File: src/rtl/adc_frame_buffer.sv
// Frame-aligned FIFO after the ADC: writes frames, releases them only once committed (FWFT output, 1 cycle from last sample to tvalid).
// Input is never stalled; on full the partial frame is rolled back and the rest of that frame discarded, output honours tready.
module adc_frame_buffer #(
   parameter int WIDTH     = 32,
   parameter int FRAME_LEN = 64,
   parameter int DEPTH     = 128,
   parameter int CNT_W     = 16
) (
   input  logic             clk,
   input  logic             rst,
   input  logic             s_axis_tvalid,
   input  logic [WIDTH-1:0] s_axis_tdata,
   output logic             s_axis_tready,
   output logic             m_axis_tvalid,
   output logic [WIDTH-1:0] m_axis_tdata,
   output logic             m_axis_tlast,
   input  logic             m_axis_tready,
   input  logic             clr_ovf,
   output logic             ovf,
   output logic [CNT_W-1:0] drop_cnt
);
   localparam int AW = $clog2(DEPTH);
   localparam int IW = $clog2(FRAME_LEN);
   localparam logic [0:0]    ST_FILL    = 1'b0;
   localparam logic [0:0]    ST_DISCARD = 1'b1;
   localparam logic [AW:0]   DEPTH_C    = (AW+1)'(DEPTH);
   localparam logic [AW:0]   PTR_ONE    = (AW+1)'(1);
   localparam logic [IW-1:0] IDX_LAST   = IW'(FRAME_LEN - 1);
   localparam logic [IW-1:0] IDX_ONE    = IW'(1);
   localparam logic [CNT_W-1:0] CNT_ONE = CNT_W'(1);

   logic [WIDTH-1:0] mem [DEPTH];

   logic [AW:0]      wr_q, wr_d, commit_q, commit_d, rd_q, rd_d;
   logic [IW-1:0]    in_idx_q, in_idx_d, out_idx_q, out_idx_d;
   logic [0:0]       state_q, state_d;
   logic             ovf_q, ovf_d;
   logic [CNT_W-1:0] drop_q, drop_d;

   logic [AW:0] occ;
   logic        full, beat, in_last, out_last, rd_fire, mem_we, ovf_ev;

   assign s_axis_tready = rst;
   assign beat          = s_axis_tvalid & s_axis_tready;
   assign occ           = wr_q - rd_q;
   assign full          = (occ == DEPTH_C);
   assign in_last       = (in_idx_q == IDX_LAST);
   assign out_last      = (out_idx_q == IDX_LAST);

   // Only committed data is visible, so a rollback never retracts a presented beat.
   assign m_axis_tvalid = (rd_q != commit_q);
   assign m_axis_tdata  = mem[rd_q[AW-1:0]];
   assign m_axis_tlast  = m_axis_tvalid & out_last;
   assign rd_fire       = m_axis_tvalid & m_axis_tready;

   assign ovf      = ovf_q;
   assign drop_cnt = drop_q;

   always_comb begin
      wr_d      = wr_q;
      commit_d  = commit_q;
      rd_d      = rd_q;
      in_idx_d  = in_idx_q;
      out_idx_d = out_idx_q;
      state_d   = state_q;
      ovf_d     = ovf_q;
      drop_d    = drop_q;
      mem_we    = 1'b0;
      ovf_ev    = 1'b0;

      if (rd_fire) begin
         rd_d      = rd_q + PTR_ONE;
         out_idx_d = out_last ? '0 : out_idx_q + IDX_ONE;
      end

      if (beat) begin
         in_idx_d = in_last ? '0 : in_idx_q + IDX_ONE;
         if (state_q == ST_FILL) begin
            if (!full) begin
               mem_we = 1'b1;
               wr_d   = wr_q + PTR_ONE;
               if (in_last) commit_d = wr_q + PTR_ONE;
            end else begin
               wr_d   = commit_q;
               ovf_ev = 1'b1;
               if (drop_q != '1) drop_d = drop_q + CNT_ONE;
               if (!in_last) state_d = ST_DISCARD;
            end
         end else if (in_last) begin
            state_d = ST_FILL;
         end
      end

      // A fresh overflow beats a simultaneous clear.
      if (ovf_ev)       ovf_d = 1'b1;
      else if (clr_ovf) ovf_d = 1'b0;
   end

   always_ff @(posedge clk or negedge rst) begin
      if (!rst) begin
         wr_q      <= '0;
         commit_q  <= '0;
         rd_q      <= '0;
         in_idx_q  <= '0;
         out_idx_q <= '0;
         state_q   <= ST_FILL;
         ovf_q     <= 1'b0;
         drop_q    <= '0;
      end else begin
         wr_q      <= wr_d;
         commit_q  <= commit_d;
         rd_q      <= rd_d;
         in_idx_q  <= in_idx_d;
         out_idx_q <= out_idx_d;
         state_q   <= state_d;
         ovf_q     <= ovf_d;
         drop_q    <= drop_d;
      end
   end

   always_ff @(posedge clk) begin
      if (mem_we) mem[wr_q[AW-1:0]] <= s_axis_tdata;
   end
endmodule

File: config.mk
export PLATFORM = sky130hd
export DESIGN_NAME = adc_frame_buffer
export DESIGN_NICKNAME = d
export VERILOG_FILES = /design/src/rtl/adc_frame_buffer.sv
export SDC_FILE = /design/constraint.sdc
export NUM_CORES = 2
export LEC_CHECK = 0
export ABC_AREA = 1
export CAP_MARGIN = 0
export CORE_MARGIN = 5
export CORE_UTILIZATION = 30
export CTS_BUF_LIST = sky130_fd_sc_hd__clkbuf_8
export DETAILED_ROUTE_END_ITERATION = 12
export GPL_ROUTABILITY_DRIVEN = 0
export PLACE_DENSITY = 0.45
export REMOVE_ABC_BUFFERS = 1
export SLEW_MARGIN = 20
export SYNTH_ARGS = -nofsm -noshare
export SYNTH_HDL_FRONTEND = slang
export SYNTH_SLANG_ARGS = --single-unit
export TNS_END_PERCENT = 20
File: constraint.sdc
create_clock -name clk -period 4.2 [get_ports clk]
set_input_delay 1.26 -clock clk [delete_from_list [all_inputs] [get_ports clk]]
set_output_delay 1.26 -clock clk [all_outputs]
set_load 0.02 [all_outputs]
==> impl_results.md <==
- Max IR drop VDD: 0.3914 mV
- Clock latency at the later pin of the worst-skew pair: around 1.3 ns
- Fillers: 54420
- Clock slew at reported path FFs: approximately 0.060 ns
- Total grt overflow: 0
- Share of synthesized registers carrying an async set or reset: approximately 1.3%
- Sw frac: ~41%
- Worst setup SP type: flop
- Mapped Avg Cell Area: ~11 um^2
- Synthesis warning total: 0
- Slew headroom: 24.50%
- Fin crit share: 131.3%
- Most frequent CP cell: nor2_4
- Yosys cell types: 35
- Netlist Area Pre-Place: between 150000 and 200000 um^2
- CTS tree: built
- Max_cap viols: 0
- Critical Path RT: 2.94 ns
- Placed wire-length estimate: 374.4 mm
- Synthesized instance count: 14710
- Post-route DRC: 0
- Drt total wl: between 600 and 700 mm
- Internal power: 88.67 mW
- Yosys reg bits: 4150
- Non-Filler Instances: 24220
- First-pass GRT wire length: 862.7 mm
- Die Area: 578700 um^2
- Slowest cell on crit path: dfrtp_4
- Violated checks: negative setup slack
- Hold/Removal Path Class: in -> reg
- Final Skew: 0.09864 ns
- Pwr dens: 700.3 nW/um^2
- Status: finished with violations
- Final min period: roughly 5.5 ns
- Crit-path max cell delay: 0.52 ns
- Max frequency: between 0.15 and 0.2 GHz
- Setup slack, reg-to-reg: 0.10 ns
- Final Max Slew Viols: 0
- Post-synth top area cell: edfxtp_1
- Slew of the pin with the lowest slew margin: 1.132 ns
- Via count: 118600
- RSZ-0062 raised after global routing: true
- Clk pwr share: 22.6%
- Pleak: between 70 and 80 nW
- Routed wire per std cell: 25.47 um
- Fin worst setup slack: -1.316 ns
- Setup_tns: -39.42 ns
- Crit-path max FO: 13
- Vias in the first global route: around 110k
- Total CTS buffers: 726
- Initial DRC Count: between 10000 and 15000
- # rows: 275
- Crit path DAT: 4.26 ns
- DP Worst Slack: -1.323 ns
- Share of post-route cells with drive strength above 1: 19.62%
- Area Overhead vs Synth: 25.97%
- CP Capture Type: output pin
- Core area: 561200 um^2
- Htree depth: 6
- Vias/cell: 4.897
- Antenna Nets Post-Route: 0
- Initial antenna violation count: 29
- Hold Violations, Final: 0
- Placed Instances: 22740
- Io pins: 89
- Sw power: 60.50 mW
- Nets: 16270
- Pin count of the biggest net entering global routing: 90
- Die H: 760.8 um
- Initial Utilization: 30.13%
- Sequential Power Share: 30.7%
- Setup Viol. Count Final: 34
- Area share of the largest cell type after synthesis: 72.74%
- Gate power share: around 47%
- GRT Util Overall: 20.45%
- Synth top area cells: edfxtp_1 (73%), nor2_1 (7.9%), nand2_1 (5.9%)
- Number of synthesized flops with an enable pin: 4096
- First-pass DRT Iterations: 6
- Crit-path cells: buf_12 > buf_16 > buf_12 > buf_16 > buf_4 > buf_4 > o21ai_0 > o21ai_1 > a21oi_1 > nor2_2 > nor2_4 > nor2_2 > buf_6 > nor2_4 > nor2_4 > buf_6
- Predominant post-synthesis flop cell: edfxtp_1
- WS Path Type: reg -> out
- Port Buf Inserts: 88
- Clock Tree Buf Depth: 4
- Root buf cell: clkbuf_8
- Clock sink count: 4150
- Width of the die: 760.8 um
- Sequential fraction of the synthesis area: ~74%
[power by group through the flow]
stage               registers [mW]  logic [mW]  clock network (mW)
floorplan                     47.4        12.6                   0
detailed placement            46.6        58.2                   0
global placement              46.6        58.3                   0
CTS                           45.8        67.7                34.6
global route                  45.7        74.2                36.5
finish                        45.8        69.6                33.8
[cells in the final DEF, fill, tap and decap left out, drive strengths merged, types with 32 or more instances in the layout]
master,instances
a21oi,117
buf,1585
bufbuf,35
clkbuf,751
clkinv,198
dfrtp,54
edfxtp,4096
inv,615
nand2,2660
nand3,927
nor2,3571
o211ai,68
o21ai,1895
xor2,32
[critical path, delay by kind of cell (launching register included)]
kind                   cells  cell delay (ns)
buffers and inverters      8             1.29
AND/OR/NAND/NOR            5             0.83
AO/OA/AOI/OAI              3             0.26
flip-flops                 1             0.52
[cell usage after synthesis, types with 17 or more instances]
library cell and n:
edfxtp_1 4096, nor2_1 3566, nand2_1 2659, o21ai_0 1695, nand3_1 926, clkbuf_1 406
buf_2 306, inv_1 303, o21ai_1 200, a21oi_1 117, buf_1 110, o211ai_1 68
dfrtp_1 54, buf_4 46, xor2_1 32, o22ai_1 26, nand4_1 17, or2_2 17
[through the flow]
| step | power [mW] | area, um^2 | utilization (%) | hold slack, ns |
|---|---|---|---|---|
| after global placement | 104.9 | 191700 | 34.15 | 0.4837 |
| after global routing | 156.4 | 213000 | 37.95 | 0.2400 |
| final | 149.2 | 213000 | 37.95 | 0.3088 |
| after detailed placement | 104.8 | 191700 | 34.15 | 0.4859 |
| after floorplan | 59.94 | 165100 | - | 0.4583 |
| after CTS | 148.0 | 211000 | 37.59 | 0.1803 |
[registers in the layout, indices dropped and copies added, names as in the netlist, 6 cells and up]
register   flops
wr_q           8
rd_q           8
out_idx_q      6
drop_cnt      16
mem         4096
in_idx_q       6
commit_q       8
[path summary, 6_finish.rpt]
kind | end | start | depth (start not counted)
worst max-delay path | m_axis_tdata[1] | rd_q[1] | 16
worst min-delay path | mem[83][13] | s_axis_tdata[13] | 1
worst max register to register | mem[2][6] | rd_q[2] | 18
worst min register to register | in_idx_q[5] | in_idx_q[5] | 1
max in group asynchronous | drop_cnt[10] | rst | 4
min in group asynchronous | commit_q[7] | rst | 3
[cell type report]
class                   instances  area, um^2  share of cell area, %
well taps                    7479        9358                  4.393
repair inverters                2       28.78                0.01351
multi-input cells            9365       43560                  20.45
inverters                     312        1255                 0.5892
diodes                         10       25.02                0.01175
repair buffers               1663       21750                  10.21
flip-flops and latches       4150      124400                  58.39
clock inverters               513        2605                  1.223
clock buffers                 730       10050                  4.717
[per-layer routing]
| metal | GRT usage [%] | up-vias | part of all wire, % |
|---|---|---|---|
| met3 | 2.673 | 818 | 6.0 |
| met2 | 32.49 | 3826 | 46 |
| li1 | - | 54130 | - |
| met5 | 0 | - | 0.0045 |
| met4 | 5.541 | 4 | 2.8 |
| met1 | 29.44 | 59850 | 45 |
[cells by family after synthesis]
family                   Yosys count  synth area share (%)
AO/OA/AOI/OAI                   2108                 6.362
XOR/XNOR                          40                0.2072
adder cells (fa/ha/maj)           12               0.08879
buffers and inverters           1195                 3.050
flip-flops                      4150                 73.54
AND/OR/NAND/NOR                 7202                 16.75
[timing repair]
item,CTS,global route
endpoints found under the setup margin,631,462
resized for setup,1027,443
hold endpoints to repair,12,0
gates cloned,65,25
hold buffers,1,0
buffers inserted,148,44
pin swaps,181,197
Power figures use the tool's default switching activity.
